[src/rtl/seq_pkg.sv]
// Shared encodings and helpers for the serial sequence generator/detector family.
package seq_pkg;

    typedef enum logic [1:0] {
        IDLE  = 2'b00,
        SHIFT = 2'b01,
        GAP   = 2'b10,
        DONE  = 2'b11
    } seq_state_t;

    localparam int unsigned DEFAULT_PAT_W = 3;
    localparam logic [DEFAULT_PAT_W-1:0] DEFAULT_PATTERN = 3'b101;

    // Registered transmit-side output bundle.
    typedef struct packed {
        logic seq_out;
        logic seq_valid;
        logic busy;
        logic done;
    } seq_tx_t;

    // Counter width able to index 0..n-1, never narrower than one bit.
    function automatic int unsigned cnt_width(input int unsigned n);
        return (n > 1) ? $clog2(n) : 1;
    endfunction

endpackage

[src/rtl/seq_piso.sv]
// Pattern load/shift register: holds the latched pattern and the index of the bit on the line.
module seq_piso
    import seq_pkg::*;
#(
    parameter int unsigned PAT_W = DEFAULT_PAT_W
) (
    input  logic             clock,
    input  logic             reset,
    input  logic             load,
    input  logic             advance,
    input  logic [PAT_W-1:0] pattern,
    output logic             last_bit,
    output logic             next_bit_c
);

    localparam int unsigned CNT_W = cnt_width(PAT_W);
    localparam logic [CNT_W-1:0] TOP_IDX = CNT_W'(PAT_W - 1);

    logic [PAT_W-1:0] pat_q;
    logic [PAT_W-1:0] pat_d;
    logic [CNT_W-1:0] cnt_q;
    logic [CNT_W-1:0] cnt_d;

    // Index wraps to the MSB after bit 0 so repetitions need no reload.
    always_comb begin
        pat_d = pat_q;
        cnt_d = cnt_q;
        if (load) begin
            pat_d = pattern;
            cnt_d = TOP_IDX;
        end else if (advance) begin
            cnt_d = (cnt_q == '0) ? TOP_IDX : cnt_q - CNT_W'(1);
        end
    end

    always_ff @(posedge clock or posedge reset) begin
        if (reset) begin
            pat_q <= '0;
            cnt_q <= '0;
        end else begin
            pat_q <= pat_d;
            cnt_q <= cnt_d;
        end
    end

    assign last_bit   = (cnt_q == '0);
    // Bit that will be on the line after the coming edge, so the top can register it.
    assign next_bit_c = pat_d[cnt_d];

endmodule

[src/rtl/seq_pattern_gen.sv]
// Serial pattern transmitter: shifts a latched pattern out MSB-first, a programmable number of times.
// Optional idle gap between repetitions is enabled by defining SEQ_GEN_GAP_EN.
module seq_pattern_gen
    import seq_pkg::*;
#(
    parameter int unsigned PAT_W   = DEFAULT_PAT_W,
    parameter int unsigned REP_W   = 4,
    parameter int unsigned GAP_LEN = 2
) (
    input  logic             clock,
    input  logic             reset,
    input  logic             start,
    input  logic [PAT_W-1:0] pattern,
    input  logic [REP_W-1:0] reps,
    output logic             seq_out,
    output logic             seq_valid,
    output logic             busy,
    output logic             done
);

    if (PAT_W < 2 || REP_W < 1 || GAP_LEN < 1) begin : g_param_check
        $error("seq_pattern_gen: PAT_W must be >= 2, REP_W >= 1, GAP_LEN >= 1");
    end

    seq_state_t       state;
    seq_state_t       state_d;
    logic [REP_W-1:0] rep_q;
    logic [REP_W-1:0] rep_d;
    seq_tx_t          tx_q;
    seq_tx_t          tx_d;
    logic             load;
    logic             advance;
    logic             last_bit;
    logic             next_bit_c;

`ifdef SEQ_GEN_GAP_EN
    localparam int unsigned GAP_W = cnt_width(GAP_LEN + 1);
    logic [GAP_W-1:0] gap_q;
    logic [GAP_W-1:0] gap_d;
`endif

    seq_piso #(
        .PAT_W (PAT_W)
    ) u_piso (
        .clock      (clock),
        .reset      (reset),
        .load       (load),
        .advance    (advance),
        .pattern    (pattern),
        .last_bit   (last_bit),
        .next_bit_c (next_bit_c)
    );

    // Next state plus the output values that will be registered alongside it.
    always_comb begin
        state_d = state;
        rep_d   = rep_q;
        load    = 1'b0;
        advance = 1'b0;
        tx_d    = '0;
`ifdef SEQ_GEN_GAP_EN
        gap_d   = gap_q;
`endif
        case (state)
            IDLE, DONE: begin
                if (start && reps != '0) begin
                    state_d = SHIFT;
                    load    = 1'b1;
                    rep_d   = reps;
                end else if (start) begin
                    state_d = DONE;
                end else begin
                    state_d = IDLE;
                end
            end
            SHIFT: begin
                advance = 1'b1;
                if (last_bit) begin
                    if (rep_q == REP_W'(1)) begin
                        state_d = DONE;
                    end else begin
                        rep_d = rep_q - REP_W'(1);
`ifdef SEQ_GEN_GAP_EN
                        state_d = GAP;
                        gap_d   = GAP_W'(GAP_LEN - 1);
`else
                        state_d = SHIFT;
`endif
                    end
                end
            end
`ifdef SEQ_GEN_GAP_EN
            GAP: begin
                if (gap_q == '0) begin
                    state_d = SHIFT;
                end else begin
                    gap_d = gap_q - GAP_W'(1);
                end
            end
`endif
            default: state_d = IDLE;
        endcase

        tx_d.seq_valid = (state_d == SHIFT);
        tx_d.seq_out   = (state_d == SHIFT) && next_bit_c;
        tx_d.busy      = (state_d == SHIFT) || (state_d == GAP);
        tx_d.done      = (state_d == DONE);
    end

    always_ff @(posedge clock or posedge reset) begin
        if (reset) begin
            state <= IDLE;
            rep_q <= '0;
            tx_q  <= '0;
`ifdef SEQ_GEN_GAP_EN
            gap_q <= '0;
`endif
        end else begin
            state <= state_d;
            rep_q <= rep_d;
            tx_q  <= tx_d;
`ifdef SEQ_GEN_GAP_EN
            gap_q <= gap_d;
`endif
        end
    end

    assign seq_out   = tx_q.seq_out;
    assign seq_valid = tx_q.seq_valid;
    assign busy      = tx_q.busy;
    assign done      = tx_q.done;

endmodule
[config.mk]
export PLATFORM = sky130hd
export DESIGN_NAME = seq_pattern_gen
export DESIGN_NICKNAME = d
export VERILOG_FILES = /design/src/rtl/seq_pkg.sv /design/src/rtl/seq_piso.sv /design/src/rtl/seq_pattern_gen.sv
export SDC_FILE = /design/constraint.sdc
export NUM_CORES = 1
export LEC_CHECK = 0
export ABC_CLOCK_PERIOD_IN_PS = 4800
export CELL_PAD_IN_SITES_DETAIL_PLACEMENT = 1
export CELL_PAD_IN_SITES_GLOBAL_PLACEMENT = 1
export CORE_MARGIN = 2
export CORE_UTILIZATION = 44
export DETAILED_ROUTE_END_ITERATION = 12
export GPL_TIMING_DRIVEN = 0
export PLACE_DENSITY_LB_ADDON = 0.1
export SLEW_MARGIN = 40
export SYNTH_ARGS = -nofsm -noshare
export SYNTH_HDL_FRONTEND = slang
export SYNTH_SLANG_ARGS = --single-unit
[constraint.sdc]
create_clock -name clock -period 4.8 [get_ports clock]
set_clock_uncertainty 0.05 [all_clocks]
set_input_delay 1.44 -clock clock [delete_from_list [all_inputs] [get_ports clock]]
set_output_delay 1.44 -clock clock [all_outputs]
set_load 0.05 [all_outputs]
* Word-level counts from Yosys, hierarchy flattened
Index checks and enable logic that the tools add are counted.
Operators by class: divide/modulo/power cells 0, multipliers 0, eq/ne operators 9, reduce and logical (&&, ||, !) cells 9, $lt $le $gt $ge 1, bitwise operators 0, multiplexer cells 18, add/sub/neg operators 2, shifts and indexed selects 0
Operators with widths (count):
- two-way mux 2 bit | 7
- two-way mux 4 bit | 3
- case mux 4 bit (2 select lines) | 1
- == test 2 bit, second input constant | 3
- != test 2 bit, second input constant | 3
- == test 2 x 1 -> 1 bit, second input constant | 2
- == test 4 x 1 -> 1 bit, second input constant | 1
- logical NOT 2 bit | 2
- two-way mux 1 bit | 4
- case mux 2 bit (2 select lines) | 1
- AND reduction 4 bit | 1
- nonzero test 4 bit | 1
- subtractor 4 x 1 -> 4 bit, second input constant | 1
- < comparator 2 x 3 -> 1 bit, second input constant | 1
- two-way mux 3 bit | 1
- binary-select mux 1 bit (select 2 bit) | 1
- logical AND 1 bit | 2
- nonzero test 2 bit | 1
- OR reduction 2 bit | 1
- subtractor 2 x 1 -> 2 bit, second input constant | 1
- logical OR 1 bit | 1
Storage, ports and cells: input port bits 10, memories kept 0, bits in read-only memories 0, register bits after elaboration 15, RAM bits 0, word-level logic and storage cells 47, latch bits 0, output and inout port bits 4

* Longest topological paths before layout
Gate-level depths: netlist of run 1.
word-level depth 8, gate-level depth with buffers 10

* Cells and area by module
A second synthesis of run 1 with hierarchy kept.
Second synthesis, totals: cell total of the unflattened synthesis 87, area total of the unflattened synthesis 908.4 µm²
By module, submodules not included:
- seq_pattern_gen | area each 621.8 µm², cells an instance 62, instances 1
- seq_piso | area each 286.5 µm², cells an instance 25, instances 1

* Worst setup path after synthesis of run 1
OpenSTA, ideal clock, no wires.
path type input port to flip-flop, from input reps[3], to register tx_q (netlist bit seq_out), slack 2.117 ns, data required time 4.622 ns, data arrival time 2.505 ns, buffers on the path 0, stages 6, path through nor4_4 -> nand3_1 -> a21o_1 -> ha_1 -> o21ai_1 -> o22ai_2
RTL lines:
- start, declared | RTL line seq_pattern_gen.sv:14 | input logic [REP_W-1:0] reps,
- end signal, assigned | RTL line seq_pattern_gen.sv:121 | tx_q <= tx_d;
- end, declared | RTL line seq_pattern_gen.sv:29 | seq_tx_t tx_q;

==> metrics.md, run 1 <==
| Metric | Value |
|---|---|
| Final Hold Fails | 0 |
| Worst path top cell family by delay | simple AND/OR/NAND/NOR gates |
| Global-route wire length before repair | 3.32 mm |
| Nets | 117 |
| CTS tree | built |
| WS Path Type | input port to register |
| Number of global-route vias before repair | 735 |
| Design Area, Final | roughly 1100 um^2 |
| Final ANT Viol Nets | 0 |
| Clock Path Buffers | 2 |
| Post-synth top cells | dfrtp_1 (15), inv_1 (9), ha_1 (8), nand2_1 (5), o21ai_0 (5) |
| Die width | 49.1 um |
| Layout cells sized above 1 | 16.3% |
| Setup tns final | 0 ps |
| Largest net degree at the start of global routing | 16 |
| Total CTS buffers | 3 |
| Top-area cell type share of the netlist area | 42.0% |
| Run status | finished, final reports clean |
| Starting Density | 46.1% |
| Die height | a little under 50 um |
| Unrepaired setup endpoints after global routing | false |
| Bufs and invs on worst path | 1 |
| Area Growth Syn to Fin | 21.3% |
| Remaining DRCs | 0 |
| Synthesized area | around 890 um^2 |
| Period utilization | 63.5% |
| Cell total after placement | 121 |
| Max incr delay on CP | 490 ps |
| Fin. max-slew vios | 0 |
| Worst slew pin tran | 588 ps |
| Area after DPL | 1060 um^2 |
| CP Capture Type | register |
| Clock-pin slew on the worst setup and hold paths | 90 ps |
| Grt total ovfl | 0 |
| Vias | 668 |
| Post-synthesis cell type count | 33 |
| Synth top area cells | dfrtp_1 (42%), ha_1 (11%), inv_1 (3.8%) |
| Hpwl dp | 1.38 mm |
| Cell Count, Final, Fillers Out | 125 |
| Final Core Density | 55.9% |
| CP Launch Type | input port |
| Worst path cell trace | clkdlybuf4s50_1 > nor4_4 > nand3_1 > a21o_1 > ha_1 > o21ai_1 > o22ai_2 |
| Diodes inserted | 0 |
| Cell Pwr Density | roughly 730 nW/um^2 |
| Warnings, synthesis | 0 |
| Worst EP required | 4930 ps |
| Avg WL per Cell | about 14 um |
| Peak supply drop | 0.364 mV |
| Yosys reg bits | 15 |
| Clock root buffer | clkbuf_4 |
| Clock H-tree levels | 1 |
| Mean post-synth cell area | 11.0 um^2 |
| Slew margin rel. | 60.8% |
| Cell taking the most area after synthesis | dfrtp_1 |
| Boundary Pins | 14 |
| Min Tclk post-route | 3050 ps |
| Setup Buffers After CTS | 0 |
| Static Leak | around 0.00048 uW |
| Max cap viols | 0 |
| Register area share after synthesis | 42.0% |
| DR pass1 iterations | 1 |
| Routed Wire Length | ~1.8 mm |
| Crit-path max FO | 5 |
| Core Area | roughly 1900 um^2 |
| CTS Sinks | 15 |
| Post-CTS Hold Buffers | 0 |
| Port bufs | 13 |
| Post-CTS sizing | 0 |
| Post-synthesis async set-or-reset flop share | 100% |
| GR Util All Layers | 17.9% |
| Synth Instances | 81 |
| Vias/cell | 5.34 |
| Count leader, synth | dfrtp_1 |
| Post-synth EDFFs | 0 |
| 1st-iter DRT viols | 0 |
| Initial antenna violation count | 0 |
| Num rows | 16 |
| Worst skew pair latency | 280 ps |
| Final setup vio count | 0 |
| Worst path arrival time | about 3200 ps |
| Syn Nets | 99 |
| Die area | 2410 um^2 |
| Hold/Removal Path Class | register to register |
| Fmax achieved | between 300 and 400 MHz |
| Final GP Congestion | 0.853 |
| Top_reg_cell synth | dfrtp_1 |
| Critical path's slowest cell | clkdlybuf4s50_1 |
## through the flow
| step | setup slack, ps | hold WS, ps | total power (uW) |
|---|---|---|---|
| 2_1_floorplan | 2120 | 432 | 601 |
| 3_3_place_gp | 1470 | 460 | 701 |
| 3_5_place_dp | 1450 | 460 | 719 |
| 4_1_cts | 1740 | 499 | 800 |
| 5_1_grt | 1670 | 515 | 858 |
| 6_report | 1750 | 488 | 787 |
## area by class of cell
cell class | instances | area [um^2]
Fill cell | 222 | 857
Multi-Input combinational cell | 55 | 468
Sequential cell | 15 | 375
Timing Repair Buffer | 13 | 130
Inverter | 10 | 40.0
Tap cell | 27 | 33.8
Clock buffer | 4 | 26.3
Buffer | 1 | 11.3
## layout by cell type, fill, tap and decap left out, types with 2 or more instances in the layout
cell,instances
o21ai_1,3
dfrtp_1,15
ha_1,8
nand3b_1,2
mux2_4,2
inv_1,9
a31oi_1,2
o211ai_1,2
clkbuf_4,3
o21ai_0,5
a21oi_1,3
nor2_1,4
nand2_1,5
clkdlybuf4s50_1,13
## registers in the layout, summed over array words and instances, names as in the netlist
name / count
state: 2
seq_out: 1
u_piso.cnt_q: 2
done: 1
seq_valid: 1
rep_q: 4
busy: 1
u_piso.pat_q: 3
## where the power goes
part           switching, uW  internal [uW]
sequential              38.9            188
combinational            277            209
clock                   41.4           32.3
## per-layer routing
layer  up-vias  global-route usage, %  wire [um]
li1        325                      -          -
met1       330                   24.3        835
met2        11                   27.5        869
met3         2                   4.29         60
met4         0                   7.14         23
met5         -                      0          0
## path summary, 6_finish.rpt
check / depth (start not counted) / to / start / slack [ps]
worst max-delay path: 7 / seq_out / reps[3] / 1750
worst min-delay path: 1 / u_piso.pat_q[1] / u_piso.pat_q[1] / 490
worst max register to register: 10 / seq_out / state[1] / 2590
worst min register to register: 1 / u_piso.pat_q[1] / u_piso.pat_q[1] / 490
max in group asynchronous: 2 / u_piso.pat_q[0] / reset / 2860
min in group asynchronous: 2 / done / reset / 1460
## cells by family (layout without fill, tap and decap cells)
kind of cell               Yosys count  count (layout)  synth area share (%)
AOI/OAI and AO/OA                   25              25                  22.2
and+or+nand+nor                     19              19                  14.4
DFF                                 15              15                  42.0
buffers and inverters               11              28                  5.73
adders and majority gates            8               8                  11.2
muxes                                3               3                  4.48
No activity file was read; power rests on OpenSTA's default activity.
==> run 2, diff against run 1 <==
Settings changed: ABC_CLOCK_PERIOD_IN_PS 4800 to 2700, CORE_UTILIZATION 44 to 37.
Clock period 4.8 ns to 2.7 ns, I/O delays scaled along.
==> run 2 against run 1 <==
Against the previous run:
- final area up 0.12%
- worst hold slack improved by 0.82 ps
- combinational power rose by 80%
- worst setup slack got worse by 1500 ps
- final cell count increased by 0.80%
- sequential share of layout area barely moved
- total power up 80%
- highest routed layer unchanged
- critical endpoint unchanged
- count of clock-buffer cells in the layout did not move
- global-route usage fell by 0.30 points
- clock power rose by 79%
==> metrics.md, run 2 (synthesis gave the netlist of run 1 again) <==
| Metric | Value |
|---|---|
| Port bufs | 13 (unchanged) |
| Post-CTS sizing | 0 (unchanged) |
| Final GP Congestion | 0.840 (-1.5%) |
| Crit-path max FO | 5 (unchanged) |
| Final ANT Viol Nets | 0 (unchanged) |
| Die height | 53.2 um (+8.3%) |
| Biggest regs | rep_q (4), u_piso.pat_q (3) |
| CTS Sinks | 15 (unchanged) |
| GR Util All Layers | 17.6% (-0.30 points) |
| Largest net degree at the start of global routing | 16 (unchanged) |
| Grt total ovfl | 0 (unchanged) |
| M1 WL | 845 um (+1.2%) |
| Cell Pwr Density | 1300 nW/um^2 (+79%) |
| Diodes inserted | 0 (unchanged) |
| Area after DPL | 1060 um^2 (+0.12%) |
| Hold/Removal Path Class | register to register |
| Min Tclk post-route | 2420 ps |
| Num rows | 17 (+1) |
| Design Area, Final | 1090 um^2 (+0.12%) |
| Global-route wire length before repair | 3.44 mm (+3.8%) |
| CTS tree | built |
| Worst slew pin tran | 580 ps (-7.25 ps) |
| Starting Density | 39.7% (-6.4 points) |
| Most frequent cells in the layout | dfrtp_1 (15), clkdlybuf4s50_1 (13), inv_1 (9) |
| Remaining DRCs | 0 (unchanged) |
| Core Area | 2250 um^2 (+16%) |
| Die area | 2830 um^2 (+17%) |
| Bufs and invs on worst path | 1 (unchanged) |
| Final setup vio count | 0 (unchanged) |
| 1st-iter DRT viols | 3 (+3) |
| Initial antenna violation count | 0 (unchanged) |
| Layout cells sized above 1 | 16.3% (unchanged) |
| Boundary Pins | 14 (unchanged) |
| Max incr delay on CP | 470 ps (-20 ps) |
| Clock-pin slew on the worst setup and hold paths | 90 ps (about the same) |
| Total CTS buffers | 3 (unchanged) |
| Final Core Density | 48.2% (-7.7 points) |
| Worst EP required | 2820 ps (-2110 ps) |
| Flop pwr share | 28.7% (-0.2 points) |
| Period utilization | between 80% and 90% |
| Final Hold Fails | 0 (unchanged) |
| Layout filler cell count | 278 (+25%) |
| Vias | 670 (+0.30%) |
| WS Path Type | input port to register |
| Internal | 766 uW (+78%) |
| Unrepaired setup endpoints after global routing | false |
| Hpwl dp | 1.42 mm (+2.9%) |
| Worst path arrival time | 2550 ps (-620 ps) |
| Top sig layer | met4 |
| Vias/cell | 5.32 (-0.50%) |
| Metal2 WL | 971 um (+12%) |
| Static Leak | 0.000477 uW (unchanged) |
| Most common cell after layout, fill and taps aside | dfrtp_1 |
| DR pass1 iterations | 4 (+3) |
| Comb power frac | 61.9% (about the same) |
| CP Capture Type | register |
| Number of global-route vias before repair | 713 (-3.0%) |
| Routed Wire Length | 1.89 mm (+5.9%) |
| Clock Path Buffers | 2 (unchanged) |
| Clk pwr share | 9.4% (about the same) |
| Clock H-tree levels | 1 (unchanged) |
| Worst skew pair latency | 290 ps (about the same) |
| Max cap viols | 0 (unchanged) |
| Nets | 117 (unchanged) |
| Sw power | 648 uW (+82%) |
| Setup Buffers After CTS | 0 (unchanged) |
| Largest reg by FF count | rep_q |
| Avg WL per Cell | 15.0 um (+5.1%) |
| Worst path top cell family by delay | simple AND/OR/NAND/NOR gates |
| Slew margin rel. | 61.3% (+0.48 points) |
| Post-CTS Hold Buffers | 0 (unchanged) |
| Critical path's slowest cell | nor4_4 |
| Run status | finished, final reports clean |
| CP Launch Type | input port |
| Switching fraction of total power | 45.9% (+0.51 points) |
| Fin. max-slew vios | 0 (unchanged) |
| Max reg flops | 4 (unchanged) |
| Area Growth Syn to Fin | 21.4% |
| Fmax achieved | slightly above 400 MHz |
| Die width | 53.2 um (+8.3%) |
| WL met3 | 59 um (-1.7%) |
| Peak supply drop | 0.601 mV (+65%) |
| Clock root buffer | clkbuf_4 |
| Worst path cell trace | clkdlybuf4s50_1 > nor4_4 > nand3_1 > a21o_1 > ha_1 > o21ai_1 > o22ai_2 |
run 2: metal layers:
| layer | track usage [%] | vias up |
|---|---|---|
| li1 | - | 325 |
| met1 | 22.3 | 336 |
| met2 | 29.0 | 7 |
| met3 | 5.08 | 2 |
| met4 | 5.13 | 0 |
| met5 | 0 | - |
run 2: path summary, 6_finish.rpt:
path / start / endpoint / slack [ps] / cells after the start
worst min register to register: u_piso.pat_q[1] / u_piso.pat_q[1] / 490 / 1
min in group asynchronous: reset / seq_valid / 820 / 2
worst min-delay path: u_piso.pat_q[1] / u_piso.pat_q[1] / 490 / 1
worst max register to register: state[1] / seq_out / 490 / 10
max in group asynchronous: reset / rep_q[1] / 1400 / 2
worst max-delay path: reps[3] / seq_out / 280 / 7
run 2: cell type report:
type / instances / area [um^2] / area share (%)
inverter: 10 / 40.0 / 3.69
multi-input combinational: 55 / 468 / 43.1
timing repair buffer: 13 / 130 / 12.0
sequential: 15 / 375 / 34.6
tap: 28 / 35.0 / 3.23
buffer: 1 / 11.3 / 1.04
clock buffer: 4 / 26.3 / 2.42
run 2: per-stage QoR:
step	setup TNS [ps]	hold slack (ps)	cells	worst slack, ps	power (uW)
floorplan	0	432	81	647	1070
global placement	0	448	122	3.10	1260
detailed placement	-24.8	456	122	-24.8	1280
CTS	0	487	126	259	1430
global route	0	511	126	166	1540
finish	0	489	126	278	1410
run 2: power groups by stage:
stage	clock network, uW	registers (uW)	logic (uW)
6_report	132	406	875
5_1_grt	146	422	974
4_1_cts	138	406	888
3_5_place_dp	0	409	871
3_3_place_gp	0	404	856
2_1_floorplan	0	486	584
